<file path="src/rtl/vga_text_pkg.sv">
// Shared geometry, control codes and FSM encoding for the VGA text console master.
package vga_text_pkg;
    localparam int unsigned COLS          = 80;
    localparam int unsigned ROWS          = 30;
    localparam int unsigned WORDS_PER_ROW = COLS / 4;
    localparam int unsigned VRAM_WORDS    = WORDS_PER_ROW * ROWS;
    localparam int unsigned CTRL_ADDR     = 600;

    localparam logic [7:0] CH_LF = 8'h0A;
    localparam logic [7:0] CH_CR = 8'h0D;
    localparam logic [7:0] CH_BS = 8'h08;

    typedef enum logic [2:0] {
        StIdle,
        StCharWr,
        StScrollRd,
        StScrollWait,
        StScrollWr,
        StFill,
        StClear,
        StColorWr
    } state_t;
endpackage

</file>
<file path="src/rtl/vga_text_cursor.sv">
// Cursor position register; applies advance/LF/CR/BS/home and maps the cursor to a VRAM word/lane.
module vga_text_cursor
    import vga_text_pkg::*;
(
    input  logic       clk,
    input  logic       rst_n,
    input  logic       adv,
    input  logic       lf,
    input  logic       cr,
    input  logic       bs,
    input  logic       home,
    output logic [6:0] col,
    output logic [4:0] row,
    output logic [9:0] word_addr,
    output logic [1:0] lane,
    output logic       scroll_needed
);
    logic [6:0] col_d;
    logic [4:0] row_d;
    logic       last_col, last_row, row_inc;

    assign last_col      = (col == 7'(COLS - 1));
    assign last_row      = (row == 5'(ROWS - 1));
    assign row_inc       = lf | (adv & last_col);
    // The bottom row never moves down; the caller scrolls VRAM instead.
    assign scroll_needed = row_inc & last_row;
    assign word_addr     = 10'(row) * 10'(WORDS_PER_ROW) + 10'(col[6:2]);
    assign lane          = col[1:0];

    always_comb begin
        col_d = col;
        row_d = row;
        if (home) begin
            col_d = '0;
            row_d = '0;
        end else begin
            if (lf || cr || (adv && last_col)) begin
                col_d = '0;
            end else if (adv) begin
                col_d = col + 7'd1;
            end else if (bs && (col != '0)) begin
                col_d = col - 7'd1;
            end
            if (row_inc && !last_row) begin
                row_d = row + 5'd1;
            end
        end
    end

    always_ff @(posedge clk or negedge rst_n) begin
        if (!rst_n) begin
            col <= '0;
            row <= '0;
        end else begin
            col <= col_d;
            row <= row_d;
        end
    end
endmodule

</file>
<file path="src/rtl/vga_text_console_master.sv">
// Avalon-MM master turning a character stream into VRAM writes for the 80x30 text slave,
// with cursor tracking, scroll-by-copy, screen clear and control-register writes.
module vga_text_console_master
    import vga_text_pkg::*;
#(
    parameter int unsigned RD_LATENCY = 1,
    parameter logic [7:0]  BLANK      = 8'h20
) (
    input  logic        CLK,
    input  logic        RESET_N,
    input  logic [7:0]  CHAR_DATA,
    input  logic        CHAR_INV,
    input  logic        CHAR_VALID,
    output logic        CHAR_READY,
    input  logic        CLEAR_REQ,
    input  logic        COLOR_REQ,
    input  logic [31:0] COLOR_WORD,
    output logic        BUSY,
    output logic [6:0]  CURSOR_COL,
    output logic [4:0]  CURSOR_ROW,
    output logic        AVM_CS,
    output logic        AVM_READ,
    output logic        AVM_WRITE,
    output logic [9:0]  AVM_ADDR,
    output logic [3:0]  AVM_BYTE_EN,
    output logic [31:0] AVM_WRITEDATA,
    input  logic [31:0] AVM_READDATA,
    input  logic        AVM_WAITREQUEST
);
    localparam logic [9:0]  LastWord  = 10'(VRAM_WORDS - 1);
    localparam logic [9:0]  FirstFill = 10'(VRAM_WORDS - WORDS_PER_ROW);
    localparam logic [9:0]  RowWords  = 10'(WORDS_PER_ROW);
    localparam logic [9:0]  CtrlWord  = 10'(CTRL_ADDR);
    localparam logic [7:0]  LastLat   = 8'(RD_LATENCY - 1);
    localparam logic [31:0] BlankWord = {4{BLANK}};

    state_t      state_q, state_d;
    logic        read_q, read_d, write_q, write_d;
    logic [9:0]  addr_q, addr_d, word_q, word_d;
    logic [3:0]  be_q, be_d;
    logic [31:0] wdata_q, wdata_d, color_q, color_d;
    logic [7:0]  lat_q, lat_d;
    logic        clear_pend_q, clear_pend_d, color_pend_q, color_pend_d;
    logic        ready_q, ready_d;
    logic        go_scroll;
    logic        cur_adv, cur_lf, cur_cr, cur_bs, cur_home;
    logic [9:0]  cur_addr;
    logic [1:0]  cur_lane;
    logic        scroll_needed;

    vga_text_cursor u_cursor (
        .clk           (CLK),
        .rst_n         (RESET_N),
        .adv           (cur_adv),
        .lf            (cur_lf),
        .cr            (cur_cr),
        .bs            (cur_bs),
        .home          (cur_home),
        .col           (CURSOR_COL),
        .row           (CURSOR_ROW),
        .word_addr     (cur_addr),
        .lane          (cur_lane),
        .scroll_needed (scroll_needed)
    );

    always_comb begin
        state_d      = state_q;
        read_d       = read_q;
        write_d      = write_q;
        addr_d       = addr_q;
        be_d         = be_q;
        wdata_d      = wdata_q;
        word_d       = word_q;
        lat_d        = lat_q;
        clear_pend_d = clear_pend_q | CLEAR_REQ;
        color_pend_d = color_pend_q | COLOR_REQ;
        color_d      = COLOR_REQ ? COLOR_WORD : color_q;
        go_scroll    = 1'b0;
        cur_adv      = 1'b0;
        cur_lf       = 1'b0;
        cur_cr       = 1'b0;
        cur_bs       = 1'b0;
        cur_home     = 1'b0;

        case (state_q)
            StIdle: begin
                if (clear_pend_q) begin
                    clear_pend_d = 1'b0;
                    write_d      = 1'b1;
                    addr_d       = '0;
                    word_d       = '0;
                    be_d         = 4'hF;
                    wdata_d      = BlankWord;
                    state_d      = StClear;
                end else if (color_pend_q) begin
                    color_pend_d = 1'b0;
                    write_d      = 1'b1;
                    addr_d       = CtrlWord;
                    be_d         = 4'hF;
                    wdata_d      = color_q;
                    state_d      = StColorWr;
                end else if (CHAR_VALID && ready_q) begin
                    case (CHAR_DATA)
                        CH_LF: begin
                            cur_lf    = 1'b1;
                            go_scroll = scroll_needed;
                        end
                        CH_CR:   cur_cr = 1'b1;
                        CH_BS:   cur_bs = 1'b1;
                        default: begin
                            write_d = 1'b1;
                            addr_d  = cur_addr;
                            be_d    = 4'b0001 << cur_lane;
                            wdata_d = {4{CHAR_INV, CHAR_DATA[6:0]}};
                            state_d = StCharWr;
                        end
                    endcase
                end
            end
            StCharWr: begin
                if (!AVM_WAITREQUEST) begin
                    write_d   = 1'b0;
                    cur_adv   = 1'b1;
                    state_d   = StIdle;
                    go_scroll = scroll_needed;
                end
            end
            StScrollRd: begin
                if (!AVM_WAITREQUEST) begin
                    read_d  = 1'b0;
                    lat_d   = '0;
                    state_d = StScrollWait;
                end
            end
            StScrollWait: begin
                if (lat_q == LastLat) begin
                    wdata_d = AVM_READDATA;
                    write_d = 1'b1;
                    addr_d  = word_q - RowWords;
                    be_d    = 4'hF;
                    state_d = StScrollWr;
                end else begin
                    lat_d = lat_q + 8'd1;
                end
            end
            StScrollWr: begin
                if (!AVM_WAITREQUEST) begin
                    if (word_q == LastWord) begin
                        // Copy done; keep the write strobe up and blank the bottom row.
                        word_d  = FirstFill;
                        addr_d  = FirstFill;
                        wdata_d = BlankWord;
                        state_d = StFill;
                    end else begin
                        write_d = 1'b0;
                        read_d  = 1'b1;
                        word_d  = word_q + 10'd1;
                        addr_d  = word_q + 10'd1;
                        state_d = StScrollRd;
                    end
                end
            end
            StFill, StClear: begin
                if (!AVM_WAITREQUEST) begin
                    if (word_q == LastWord) begin
                        write_d  = 1'b0;
                        cur_home = (state_q == StClear);
                        state_d  = StIdle;
                    end else begin
                        word_d = word_q + 10'd1;
                        addr_d = word_q + 10'd1;
                    end
                end
            end
            StColorWr: begin
                if (!AVM_WAITREQUEST) begin
                    write_d = 1'b0;
                    state_d = StIdle;
                end
            end
            default: state_d = StIdle;
        endcase

        if (go_scroll) begin
            read_d  = 1'b1;
            write_d = 1'b0;
            addr_d  = RowWords;
            word_d  = RowWords;
            be_d    = 4'hF;
            state_d = StScrollRd;
        end

        ready_d = (state_d == StIdle) & ~clear_pend_d & ~color_pend_d;
    end

    always_ff @(posedge CLK or negedge RESET_N) begin
        if (!RESET_N) begin
            state_q      <= StIdle;
            read_q       <= 1'b0;
            write_q      <= 1'b0;
            addr_q       <= '0;
            be_q         <= '0;
            wdata_q      <= '0;
            word_q       <= '0;
            lat_q        <= '0;
            color_q      <= '0;
            clear_pend_q <= 1'b0;
            color_pend_q <= 1'b0;
            ready_q      <= 1'b0;
        end else begin
            state_q      <= state_d;
            read_q       <= read_d;
            write_q      <= write_d;
            addr_q       <= addr_d;
            be_q         <= be_d;
            wdata_q      <= wdata_d;
            word_q       <= word_d;
            lat_q        <= lat_d;
            color_q      <= color_d;
            clear_pend_q <= clear_pend_d;
            color_pend_q <= color_pend_d;
            ready_q      <= ready_d;
        end
    end

    assign CHAR_READY    = ready_q;
    assign BUSY          = (state_q != StIdle) | clear_pend_q | color_pend_q;
    assign AVM_READ      = read_q;
    assign AVM_WRITE     = write_q;
    assign AVM_CS        = read_q | write_q;
    assign AVM_ADDR      = addr_q;
    assign AVM_BYTE_EN   = be_q;
    assign AVM_WRITEDATA = wdata_q;
endmodule

</file>
<file path="config.mk">
export PLATFORM = sky130hd
export DESIGN_NAME = vga_text_console_master
export DESIGN_NICKNAME = d
export VERILOG_FILES = /design/src/rtl/vga_text_pkg.sv /design/src/rtl/vga_text_cursor.sv /design/src/rtl/vga_text_console_master.sv
export SDC_FILE = /design/constraint.sdc
export NUM_CORES = 1
export LEC_CHECK = 0
export ABC_AREA = 0
export CORE_UTILIZATION = 37
export CTS_BUF_LIST = sky130_fd_sc_hd__clkbuf_4 sky130_fd_sc_hd__clkbuf_8
export DETAILED_ROUTE_END_ITERATION = 16
export HOLD_SLACK_MARGIN = 0.1
export PLACE_DENSITY = 0.69
export SYNTH_ARGS = -nofsm -noshare
export SYNTH_HDL_FRONTEND = slang
export SYNTH_SLANG_ARGS = --single-unit
</file>
<file path="constraint.sdc">
create_clock -name CLK -period 3.74 [get_ports CLK]
set_input_delay 0.748 -clock CLK [delete_from_list [all_inputs] [get_ports CLK]]
set_output_delay 0.748 -clock CLK [all_outputs]
set_load 0.01 [all_outputs]
</file>
==> impl_metrics.env, run 1 <==
export IMPL_grt_pass1_vias=5700
export IMPL_seq_cells_post_synth=116
export IMPL_finish_net_count=993
export IMPL_design_core_area_sq_um=17500
export IMPL_clkLatencyLatePin_ns=0.46
export IMPL_hp_class="input pin to async pin"
export IMPL_synthesis_area_sq_um=6730
export IMPL_min_period_over_period_pct=83.1
export IMPL_p_per_area_nw_per_um2=692
export IMPL_critical_path_arrival_ns=3.47
export IMPL_hold_viol_final=0
export IMPL_crit_fanout=13
export IMPL_layout_drive_gt1_share_pct=12.0
export IMPL_synth_top_area_share_pct=43.1
export IMPL_ys_warn_count=0
export IMPL_final_design_area_no_fill_sq_um=8880
export IMPL_cts_sinks=116
export IMPL_postSynthAreaPerCell_sq_um=9.00
export IMPL_max_vdd_ir_drop_v=0.000444
export IMPL_h_tree_depth=4
export IMPL_grt_setup_unrepaired="false"
export IMPL_cp_slowest_cell="sky130_fd_sc_hd__or4b_1"
export IMPL_synthCells=748
export IMPL_post_drt_wl_per_cell_microns=17.7
export IMPL_post_cts_setup_buffers=0
export IMPL_areaGrowthSynthToFinish_pct=31.9
export IMPL_vias_per_cell=5.49
export IMPL_netlist_cell_type_count=66
export IMPL_antennaDiodeCount=0
export IMPL_maximum_clock_rate_mhz=322
export IMPL_initial_antenna_violation_count=0
export IMPL_tritoncts="done"
export IMPL_drt_first_pass_iters=5
export IMPL_root_buffer="sky130_fd_sc_hd__clkbuf_8"
export IMPL_cp_data_required_time_ns=4.10
export IMPL_synth_top_flop_cell="sky130_fd_sc_hd__dfrtp_1"
export IMPL_buffer_ports_inserted=141
export IMPL_grt_first_pass_wirelength_microns=30900
export IMPL_hpwlAfterDp_microns=14500
export IMPL_post_cts_resized=0
export IMPL_finalWorstPathRequiredPeriod_ns=3.11
export IMPL_worst_slew_pin_transition_ns=0.888
export IMPL_grt_max_degree=65
export IMPL_finalSetupTns_ns=0
export IMPL_yosysSeqAreaShare_pct=43.1
export IMPL_fillCellCount=1656
export IMPL_fp_dieW_microns=137
export IMPL_detail_route_iter0_violations=351
export IMPL_die_area_sq_um=18700
export IMPL_net_count_synth=852
export IMPL_cp_end_kind="flop"
export IMPL_ioPinCount=142
export IMPL_placement_rows=48
export IMPL_outcome="complete, no violations"
export IMPL_synth_area_leader_cell="sky130_fd_sc_hd__dfrtp_1"
export IMPL_p_leak_uw=0.00366
export IMPL_clk_pin_slew_worst_paths_ns=0.07
export IMPL_antenna_left=0
export IMPL_critical_path_cell_chain="clkdlybuf4s50_1 -> or4b_1 -> or4_1 -> o32a_2 -> a211o_1 -> buf_4 -> o31ai_1"
export IMPL_drcViolationCount=0
export IMPL_initial_standard_cell_utilization_of_the_core_pct=38.4
export IMPL_clock_tree_buffer_depth=2
export IMPL_cts_hold_buf=0
export IMPL_max_slew_margin_pct=40.3
export IMPL_finalSetupViolCount=0
export IMPL_gp_routability_congestion=0.889
export IMPL_cap_viol_max_count=0
export IMPL_global_route_usage_total_pct=21.6
export IMPL_chipHeight_microns=137
export IMPL_timing_critical_path_from_type="input pin"
export IMPL_synth_edff_count=0
export IMPL_layout_cells_most_common_list="140 x sky130_fd_sc_hd__clkdlybuf4s50_1, 120 x sky130_fd_sc_hd__a21oi_1, 116 x sky130_fd_sc_hd__dfrtp_1, 106 x sky130_fd_sc_hd__nor2_1, 54 x sky130_fd_sc_hd__nand2_1"
export IMPL_routed_wirelength_microns=19900
export IMPL_path_class="input pin to flop"
export IMPL_cts_buffers=17
export IMPL_layout_cells_most_common="sky130_fd_sc_hd__clkdlybuf4s50_1"
export IMPL_num_vias=6184
export IMPL_cpPeakStageDelay_ns=0.54
export IMPL_skew_final_ns=0.00903
export IMPL_total_overflow_reported_by_the_global_router=0
export IMPL_postPlaceCellArea_sq_um=8450
export IMPL_maxSlewViolCount=0
export IMPL_netlist_top_cells_area="sky130_fd_sc_hd__dfrtp_1 43%, sky130_fd_sc_hd__a21oi_1 8.9%, sky130_fd_sc_hd__mux2_2 7.0%"
export IMPL_share_of_synthesized_flip_flops_with_an_asynchronous_set_or_reset_pct=100
worst max-delay path: cells and delay by family:
family                 cells  cell delay, ns
AND/OR/NAND/NOR            2            1.07
AO/OA/AOI/OAI              3            0.95
buffers and inverters      2            0.70
where the power goes:
group | switching (uW) | total, uW | internal (uW)
logic | 1590 | 2960 | 1370
registers | 306 | 1920 | 1620
clock network | 582 | 1270 | 683
cell usage after synthesis, types with 3 or more instances:
| library cell | number |
|---|---|
| sky130_fd_sc_hd__o31ai_1 | 12 |
| sky130_fd_sc_hd__nor3_1 | 9 |
| sky130_fd_sc_hd__nand2_1 | 54 |
| sky130_fd_sc_hd__a31oi_1 | 9 |
| sky130_fd_sc_hd__clkbuf_1 | 28 |
| sky130_fd_sc_hd__a32o_1 | 4 |
| sky130_fd_sc_hd__a21oi_1 | 120 |
| sky130_fd_sc_hd__buf_2 | 3 |
| sky130_fd_sc_hd__and2_1 | 6 |
| sky130_fd_sc_hd__nand2b_1 | 4 |
| sky130_fd_sc_hd__o21ai_0 | 34 |
| sky130_fd_sc_hd__fa_1 | 3 |
| sky130_fd_sc_hd__nor2_1 | 106 |
| sky130_fd_sc_hd__mux2_2 | 42 |
| sky130_fd_sc_hd__xor2_1 | 19 |
| sky130_fd_sc_hd__a21o_1 | 6 |
| sky130_fd_sc_hd__nor2b_1 | 12 |
| sky130_fd_sc_hd__nand3_1 | 19 |
| sky130_fd_sc_hd__dfrtp_1 | 116 |
| sky130_fd_sc_hd__and3_1 | 6 |
| sky130_fd_sc_hd__nor4_1 | 5 |
| sky130_fd_sc_hd__or4_1 | 4 |
| sky130_fd_sc_hd__inv_1 | 21 |
| sky130_fd_sc_hd__buf_1 | 7 |
| sky130_fd_sc_hd__or3_1 | 3 |
| sky130_fd_sc_hd__ha_1 | 22 |
| sky130_fd_sc_hd__xnor2_1 | 12 |
| sky130_fd_sc_hd__or2_2 | 4 |
| sky130_fd_sc_hd__nand4_1 | 8 |
| sky130_fd_sc_hd__o211ai_1 | 4 |
| sky130_fd_sc_hd__a22oi_1 | 3 |
area by class of cell:
cell class	count	area (sq um)	area share, %
multi-input combinational	570	3580	40.3
clock buffer	18	248	2.79
inverter	21	78.8	0.888
sequential	116	2900	32.7
timing repair buffer	163	1610	18.2
clock inverter	14	175	1.97
tap	225	282	3.17
kinds of logic after synthesis:
kind of cell | count (synthesis) | synth area share (%)
AND/OR/NAND/NOR | 253 | 17.6
AO/OA/AOI/OAI | 218 | 19.3
flip-flops | 116 | 43.1
buffers and inverters | 62 | 3.79
multiplexers | 43 | 7.17
XOR/XNOR | 31 | 4.03
adder cells (fa/ha/maj) | 25 | 4.98
registers in the layout, indices dropped and copies added (netlist names), 3 cells and up:
register / cells
AVM_ADDR: 10
u_cursor.row: 5
word_q: 10
state_q: 3
u_cursor.col: 7
color_q: 32
AVM_WRITEDATA: 32
lat_q: 8
AVM_BYTE_EN: 4
metrics by stage:
| step | hold WS, ns | utilization, % | instances | setup WS (ns) | power (uW) |
|---|---|---|---|---|---|
| after floorplan | 0.452 | - | 748 | 0.783 | 3710 |
| after global placement | 0.472 | 48.2 | 1095 | 0.221 | 4820 |
| after detailed placement | 0.470 | 48.2 | 1095 | 0.170 | 4870 |
| after CTS | 0.354 | 50.6 | 1127 | 0.652 | 6150 |
| after global routing | 0.384 | 50.6 | 1127 | 0.480 | 6550 |
| final | 0.337 | 50.6 | 1127 | 0.631 | 6150 |
metal layers:
layer  global-route usage (%)  routed length (microns)  vias up
li1                         -                        -     2952
met1                     30.1                     8910     2987
met2                     33.1                     9490      215
met3                     4.44                     1080       30
met4                     7.88                      408        0
met5                        0                        0        -
final timing paths:
kind | depth (start not counted) | slack (ns) | endpoint | start
setup / recovery | 7 | 0.63 | AVM_ADDR[0] | AVM_WAITREQUEST
max in group asynchronous | 2 | 2.61 | color_q[20] | RESET_N
setup reg to reg | 8 | 0.92 | AVM_WRITEDATA[21] | lat_q[0]
hold / removal | 1 | 0.34 | AVM_ADDR[8] | RESET_N
min in group CLK | 2 | 0.48 | AVM_ADDR[8] | AVM_ADDR[8]
hold reg to reg | 2 | 0.48 | AVM_ADDR[8] | AVM_ADDR[8]
Power figures use the tool's default switching activity.
==> run 2, diff against run 1 <==
==> constraint.sdc (replaced) <==
create_clock -name CLK -period 2.9 [get_ports CLK]
set_input_delay 0.58 -clock CLK [delete_from_list [all_inputs] [get_ports CLK]]
set_output_delay 0.58 -clock CLK [all_outputs]
set_load 0.01 [all_outputs]
==> run 2 against run 1 <==
Against the previous run: non-clock buffer count grew 42; routed wire length grew 2.1%; global-route usage grew 0.77 points; total power grew 34%; setup slack lost 0.53 ns; register-to-register slack lost 0.62 ns; sequential power grew 28%; critical path type unchanged; die area is the same; clock-buffer cell count grew 3; design area grew 4.1%.
==> impl_metrics.env, run 2 (synthesis gave the netlist of run 1 again) <==
export IMPL_critical_path_arrival_ns=3.16
export IMPL_p_int_uw=5030
export IMPL_die_area_sq_um=18700
export IMPL_areaGrowthSynthToFinish_pct=37.3
export IMPL_worst_hold_path_num_cells=2
export IMPL_post_cts_setup_buffers=0
export IMPL_finalSetupViolCount=0
export IMPL_cp_data_required_time_ns=3.26
export IMPL_path_class="input pin to flop"
export IMPL_maxSlewViolCount=0
export IMPL_design_core_area_sq_um=17500
export IMPL_clock_tree_buffer_depth=2
export IMPL_root_buffer="sky130_fd_sc_hd__clkbuf_8"
export IMPL_finalWorstPathRequiredPeriod_ns=2.80
export IMPL_ioPinCount=142
export IMPL_drcViolationCount=0
export IMPL_layout_drive_gt1_share_pct=16.2
export IMPL_routed_wirelength_microns=20300
export IMPL_max_slew_margin_pct=41.5
export IMPL_initial_antenna_violation_count=0
export IMPL_power_dissipated_by_switching_net_loads_uw=3210
export IMPL_cp_end_kind="flop"
export IMPL_crit_fanout=6
export IMPL_finalSetupTns_ns=0
export IMPL_swShare_pct=38.9
export IMPL_min_period_over_period_pct=96.6
export IMPL_gp_routability_congestion=0.853
export IMPL_post_place_ws_ns=-0.390
export IMPL_cpPeakStageDelay_ns=0.53
export IMPL_layout_cells_most_common="sky130_fd_sc_hd__clkdlybuf4s50_1"
export IMPL_hold_viol_final=0
export IMPL_outcome="complete, no violations"
export IMPL_grt_setup_unrepaired="false"
export IMPL_antenna_left=0
export IMPL_worstReg2RegStart="lat_q[0]"
export IMPL_grt_first_pass_wirelength_microns=32000
export IMPL_hpwlAfterDp_microns=14900
export IMPL_critical_path_cell_chain="clkdlybuf4s50_1 -> or4b_4 -> or4_1 -> o32a_2 -> a211o_4 -> buf_4 -> o31ai_1"
export IMPL_num_vias=6267
export IMPL_regToRegEndpoint="AVM_WRITEDATA[20]"
export IMPL_fillCellCount=1631
export IMPL_clkLatencyLatePin_ns=0.46
export IMPL_regToRegSetupSlack_ns=0.30
export IMPL_antennaDiodeCount=0
export IMPL_p_leak_uw=0.00388
export IMPL_combPwrFrac_pct=50.3
export IMPL_layout_cells_most_common_list="140 x sky130_fd_sc_hd__clkdlybuf4s50_1, 120 x sky130_fd_sc_hd__a21oi_1, 116 x sky130_fd_sc_hd__dfrtp_1, 106 x sky130_fd_sc_hd__nor2_1, 60 x sky130_fd_sc_hd__buf_4"
export IMPL_cts_buffers=17
export IMPL_drt_first_pass_iters=5
export IMPL_cp_slowest_cell="sky130_fd_sc_hd__or4b_4"
export IMPL_max_vdd_ir_drop_v=0.000496
export IMPL_clock_network_fraction_of_total_power_pct=19.8
export IMPL_chipHeight_microns=137
export IMPL_global_route_usage_total_pct=22.4
export IMPL_h_tree_depth=4
export IMPL_placement_rows=48
export IMPL_grt_max_degree=53
export IMPL_vias_per_cell=5.36
export IMPL_final_core_utilization_pct=52.7
export IMPL_finish_net_count=1035
export IMPL_skew_final_ns=0.0105
export IMPL_maximum_clock_rate_mhz=357
export IMPL_post_drt_wl_per_cell_microns=17.4
export IMPL_hold_path_endpoint="AVM_ADDR[8]"
export IMPL_fp_dieW_microns=137
export IMPL_detail_route_iter0_violations=346
export IMPL_clk_pin_slew_worst_paths_ns=0.07
export IMPL_timing_critical_path_from_type="input pin"
export IMPL_cts_sinks=116
export IMPL_p_per_area_nw_per_um2=892
export IMPL_power_frac_seq_pct=29.9
export IMPL_cap_viol_max_count=0
export IMPL_fin_ws_ns=0.0973
export IMPL_hp_class="flop to flop"
export IMPL_buffer_ports_inserted=141
export IMPL_worstRegToRegCells=9
export IMPL_worst_slew_pin_transition_ns=0.871
export IMPL_critical_path_top_delay_family="simple AND/OR/NAND/NOR gates"
export IMPL_total_overflow_reported_by_the_global_router=0
export IMPL_initial_standard_cell_utilization_of_the_core_pct=38.4
export IMPL_holdCritStartpoint="AVM_ADDR[8]"
export IMPL_critical_path_n_buffers_inverters=2
export IMPL_tritoncts="done"
export IMPL_grt_pass1_vias=6092
-- run 2: worst min-delay path, stage by stage, from the launching register on --
cell	delay, ns
sky130_fd_sc_hd__dfrtp_1	0.35
sky130_fd_sc_hd__nand2_1	0.05
sky130_fd_sc_hd__o31ai_1	0.05
-- run 2: power groups by stage --
stage	logic [uW]	clock network, uW	registers, uW
after floorplan	2220	0	2560
after global placement	4030	0	2480
after detailed placement	4090	0	2480
after CTS	4110	1660	2460
after global routing	4570	1720	2520
final	4150	1630	2460
-- run 2: per-layer routing --
metal	GRT usage (%)	share of wire [%]	vias up
met5	0	0	-
met4	8.61	2.1	0
met3	4.33	5.2	35
met2	34.9	47	190
met1	30.7	46	2991
li1	-	-	3051
-- run 2: how the worst max path moves through the flow --
| stage | startpoint | endpoint | cells past startpoint |
|---|---|---|---|
| finish | AVM_WAITREQUEST | AVM_ADDR[5] | 7 |
| global route | AVM_WAITREQUEST | AVM_ADDR[5] | 7 |
| CTS | state_q[1] | BUSY | 6 |
| detailed placement | AVM_WAITREQUEST | AVM_ADDR[7] | 7 |
| global placement | AVM_WAITREQUEST | u_cursor.col[6] | 10 |
| floorplan | AVM_WAITREQUEST | AVM_BYTE_EN[1] | 6 |
-- run 2: repair_timing --
| item | CTS | global route |
|---|---|---|
| resized for setup | 0 | 6 |
| setup endpoints to repair | 0 | 37 |
| hold buffers | 1 | 0 |
| hold endpoints to repair | 28 | 0 |
-- run 2: through the flow --
stage,cell area [sq um],instances,power [uW],hold slack (ns)
finish,9240,1169,8240,0.486
global route,9240,1169,8810,0.508
CTS,9210,1169,8220,0.490
detailed placement,8770,1136,6570,0.474
global placement,8770,1136,6510,0.469
floorplan,6730,748,4780,0.284
-- run 2: area by class of cell --
cell class / count / area, sq um / share of cell area, %
clock inverter: 11 / 150 / 1.62
inverter: 21 / 78.8 / 0.853
timing repair buffer: 205 / 1940 / 21.0
tap: 225 / 282 / 3.05
multi-input combinational: 570 / 3610 / 39.1
clock buffer: 21 / 277 / 2.99
sequential: 116 / 2900 / 31.4
==> RTL edit 1: new RTL, config.mk and constraints of run 2 <==
Take the reset off `addr_q`, `be_q`, `wdata_q` and `word_q` and load them in a clocked block of their own.
--- a/src/rtl/vga_text_console_master.sv
+++ b/src/rtl/vga_text_console_master.sv
@@ -200,6 +200,2 @@
             write_q      <= 1'b0;
-            addr_q       <= '0;
-            be_q         <= '0;
-            wdata_q      <= '0;
-            word_q       <= '0;
             lat_q        <= '0;
@@ -213,6 +209,2 @@
             write_q      <= write_d;
-            addr_q       <= addr_d;
-            be_q         <= be_d;
-            wdata_q      <= wdata_d;
-            word_q       <= word_d;
             lat_q        <= lat_d;
@@ -223,2 +215,9 @@
         end
+    end
+
+    always_ff @(posedge CLK) begin
+        addr_q  <= addr_d;
+        be_q    <= be_d;
+        wdata_q <= wdata_d;
+        word_q  <= word_d;
     end
Function: differs if RESET_N is asserted again (counterexample within 4 cycles, from zero or initial values and one cycle with RESET_N low); with RESET_N held inactive, the same outputs for 4 cycles.
==> RTL edit 1 against run 2 <==
- clock skew increased by 0.0063 ns
- maximum frequency increased by 4.3%
- core utilization decreased by 1.9 points
- routed wire length decreased by 11%
- final area decreased by 5.0%
- total power decreased by 9.7%
- area after synthesis decreased by 3.0%
- worst setup slack improved by 0.12 ns
- combinational power decreased by 20%
- sequential cell count unchanged
- critical path type unchanged
==> RTL edit 1: results (changes against run 2) <==
[outcome]
outcome=completed  ; unchanged

[global_route]
grt_start_max_net_pins=37  ; was 53
grt_pass1_wl_mm=28.41  ; was 32.03 mm
track_usage_pct=20.09  ; was 22.42%
grt_antenna_before_repair=0  ; unchanged
grt_pass1_vias=5453  ; was 6092

[power]
irDropWorstVdd_mv=0.5339  ; was 0.4963 mV
p_switching_w=0.002796  ; was 0.003208 W
leakage_nw=3.533  ; was 3.882 nW

[routing]
vias_per_cell=5.385  ; was 5.361
drt_iter0_drc=377  ; was 346
vias=5789  ; was 6267
drt_wl_total_mm=18.11  ; was 20.32 mm

[placement]
post-place-cells=1042  ; was 1136
post-place-ws_ns=-0.2287  ; was -0.3902 ns
placed_area_um2=8362  ; was 8775 µm²
port_buffers=141  ; unchanged
dp_hpwl_mm=13.30  ; was 14.90 mm
gp_congestion=0.8815  ; was 0.8529

[clocking]
cts_max_level=4  ; unchanged
cts_setup_buffers=0  ; unchanged
clockBufferDepth=2  ; unchanged
cts_resized=1  ; was 0
clk-insertion-delay-late_ns=0.44  ; was 0.46 ns
cts_buffers=17  ; unchanged
clkSlewWorstSetupHoldPaths_ns=0.08

[logic_synthesis]
yosys-mux-area-fraction_pct=6.760  ; was 7.173%
synth_nets=781  ; was 852
synth_area_leaders=dfrtp_1 (23%), edfxtp_1 (15%), dfxtp_1 (7.4%)  ; was dfrtp_1 (43%), a21oi_1 (8.9%), mux2_2 (7.0%)
synth-compound-area-share_pct=17.79  ; was 19.27%
synthAdderAreaFrac_pct=5.132  ; was 4.980%
yosysUniqueCellTypes=77  ; was 66
synth_edf_count=32  ; was 0
synth_common_cells=a21oi_1 (70), dfrtp_1 (60), nand2_1 (59)  ; was a21oi_1 (120), dfrtp_1 (116), nor2_1 (106)
ys.warnings.count=0  ; unchanged
yosysSeqAreaShare_pct=45.04  ; was 43.11%
avgSynthCellArea_um2=9.651  ; was 9.001 µm²
synth-xor-area-share_pct=3.217  ; was 4.033%
synthArstFlopShare_pct=51.72  ; was 100.0%

[sta]
worst_pin_slew_ns=0.6760  ; was 0.8715 ns
finClkSkew_ns=0.01686  ; was 0.01052 ns

[setup_path]
crit_fanout=6  ; unchanged
crit_family=simple AND/OR/NAND/NOR gates  ; unchanged
crit_arrival_ns=3.02  ; was 3.16 ns
r2r_start=u_cursor.row[1]  ; was lat_q[0]
cp-startpoint=AVM_WAITREQUEST  ; unchanged
critPathMaxStageDelay_ns=0.58  ; was 0.53 ns

[finish]
diodes=0  ; unchanged
fin_nets=941  ; was 1035
drive_gt1_share_pct=14.94  ; was 16.21%

[worst_hold_path]
hp-class=in -> async  ; was reg -> reg

RTL edit 1: cell types whose count changed after synthesis, moves of 9 or more:
cell,delta
mux2_2,-9
o31ai_1,-9
o21ai_1,+10
dfxtp_1,+24
nor2_1,-55
edfxtp_1,+32
a21oi_1,-50
dfrtp_1,-56
RTL edit 1: per-layer routing:
| layer | share of wire [%] | track usage (%) |
|---|---|---|
| met1 | 46 | 26.90 |
| met2 | 45 | 32.33 |
| met3 | 8.1 | 5.030 |
| met4 | 1.0 | 5.056 |
| met5 | 0 | 0 |
RTL edit 1: final timing paths:
check	end	slack, ns	cells after the start
max reg2reg	AVM_ADDR[7]	0.26	8
min reg2reg	AVM_ADDR[4]	0.49	2
max	u_cursor.col[6]	0.21	9
min in group CLK	AVM_ADDR[4]	0.49	2
max in group asynchronous	u_cursor.row[3]	1.99	2
min	color_q[4]	0.17	1
RTL edit 1: cell type report:
class | instances | area (µm²)
Fill cell | 1619 | 8516
Multi-Input combinational cell | 494 | 3316
Sequential cell | 116 | 2943
Timing Repair Buffer | 183 | 1749
Tap cell | 225 | 281.5
Clock buffer | 18 | 247.7
Clock inverter | 14 | 150.1
Inverter | 25 | 93.84
RTL edit 1: power by group through the flow:
stage                     Sequential, W  Combinational [W]  Clock (W)
final                           0.00255            0.00334    0.00155
after global routing            0.00260            0.00366    0.00164
after CTS                       0.00255            0.00335    0.00158
after detailed placement        0.00257            0.00332          0
after global placement          0.00257            0.00329          0
after floorplan                 0.00268            0.00172          0
RTL edit 1: logic make-up (layout without fill, tap and decap cells):
group	Yosys count	count (layout)
adders and majority gates	25	25
AOI/OAI and AO/OA	190	190
xor gates and xnor gates	24	24
buffers and inverters	67	240
and+or+nand+nor	215	215
muxes	40	40
DFF	116	116
==> RTL edit 2: new RTL, settings of run 2 <==
Made on the original files. `BLANK`: 8'h20 -> 8'h18.
--- a/src/rtl/vga_text_console_master.sv
+++ b/src/rtl/vga_text_console_master.sv
@@ -6,3 +6,3 @@
     parameter int unsigned RD_LATENCY = 1,
-    parameter logic [7:0]  BLANK      = 8'h20
+    parameter logic [7:0]  BLANK      = 8'h18
 ) (
Formal check against the unedited RTL: not equivalent (Yosys sat finds a counterexample within 4 cycles, from zero or initial values and one cycle with RESET_N low).
==> RTL edit 2 against run 2 <==
- sequential cell count unchanged
- area after synthesis rose by 1.5%
- hold slack got worse by 0.36 ns
- final area fell by 0.31%
- routed wire length shrank 3.1%
- via count is 3.0% lower
- total power down 7.4%
- worst setup slack improved by 0.024 ns
- critical path depth grew 1
==> RTL edit 2: results (changes against run 2) <==
[outcome]
outcome=completed  ; unchanged

[setup_path]
rrSetupSlack_ns=0.21  ; was 0.30 ns
critPathMaxStageDelay_ns=0.57  ; was 0.53 ns
r2r_start=word_q[3]  ; was lat_q[0]
crit_arrival_ns=3.13  ; was 3.16 ns
crit_fanout=10  ; was 6
r2r_end=u_cursor.col[6]  ; was AVM_WRITEDATA[20]
crit_end=word_q[7]  ; was AVM_ADDR[5]

[placement]
post-place-ws_ns=-0.3371  ; was -0.3902 ns
post-place-cells=1102  ; was 1136
port_buffers=141  ; unchanged
gp_congestion=0.8498  ; was 0.8529
dp_hpwl_mm=14.48  ; was 14.90 mm

[finish]
fin_nets=996  ; was 1035

[routing]
vias=6077  ; was 6267
vias_per_cell=5.359  ; was 5.361

[clocking]
cts_buffers=17  ; unchanged
cts_max_level=4  ; unchanged
clkSlewWorstSetupHoldPaths_ns=0.08

[global_route]
track_usage_pct=21.47  ; was 22.42%
grt_start_max_net_pins=47  ; was 53
grt_pass1_wl_mm=31.11  ; was 32.03 mm

[sta]
slew_headroom_pct=41.97  ; was 41.45%
finalCriticalPeriod_ns=2.778  ; was 2.803 ns
finClkSkew_ns=0.01382  ; was 0.01052 ns

[logic_synthesis]
yosysUniqueCellTypes=76  ; was 66
synth_nets=821  ; was 852
synth_common_cells=dfrtp_1 (116), nand2_1 (71), a21oi_1 (63)  ; was a21oi_1 (120), dfrtp_1 (116), nor2_1 (106)
synth_area_leaders=dfrtp_1 (42%), mux2_2 (5.9%), mux2_1 (4.9%)  ; was dfrtp_1 (43%), a21oi_1 (8.9%), mux2_2 (7.0%)
yosysSeqAreaShare_pct=42.49  ; was 43.11%
netlist_instances=717  ; was 748

[power]
irDropWorstVdd_mv=0.3749  ; was 0.4963 mV
leakage_nw=3.892  ; was 3.882 nW

[worst_hold_path]
hp-class=in -> async  ; was reg -> reg

## RTL edit 2: cell families after synthesis
| logic type | after synthesis | share of synthesized area (%) |
|---|---|---|
| AO/OA/AOI/OAI | 181 | 16.52 |
| adder cells (fa/ha/maj) | 25 | 4.908 |
| multiplexers | 71 | 11.61 |
| AND/OR/NAND/NOR | 241 | 17.58 |
| buffers and inverters | 57 | 3.553 |
| XOR/XNOR | 26 | 3.333 |
| flip-flops | 116 | 42.49 |
## RTL edit 2: metrics by stage
step / hold slack [ns] / total power (W) / setup TNS [ns] / instance area, µm²
global placement: 0.4667 / 0.005975 / -3.960 / 8788
detailed placement: 0.4738 / 0.006015 / -5.540 / 8788
global route: 0.1695 / 0.008150 / 0 / 9213
finish: 0.1257 / 0.007634 / 0 / 9213
floorplan: 0.2844 / 0.004499 / 0 / 6832
CTS: 0.1444 / 0.007656 / 0 / 9213
## RTL edit 2: power breakdown
group,internal [W],switching (W)
combinational,0.00176,0.00191
sequential,0.00201,0.000345
clock,0.000869,0.000741
total,0.00464,0.00300
## RTL edit 2: layout make-up
| class | count | area (µm²) |
|---|---|---|
| fill | 1645 | 8812 |
| multi-input combinational | 544 | 3701 |
| sequential | 116 | 2903 |
| timing repair buffer | 194 | 1832 |
| tap | 229 | 286.5 |
| clock buffer | 18 | 241.5 |
| clock inverter | 14 | 177.7 |
| inverter | 19 | 71.32 |
## RTL edit 2: timing repair
item                       4_1_cts  5_1_grt
resized for setup                1        1
gates cloned                     0        0
setup endpoints to repair        1        1
## RTL edit 2: layer usage
| metal | global-route usage (%) | routed length (µm) |
|---|---|---|
| met1 | 30.05 | 8995 |
| met2 | 32.47 | 9315 |
| met3 | 3.838 | 827 |
| met4 | 9.118 | 541 |
| met5 | 0 | 0 |
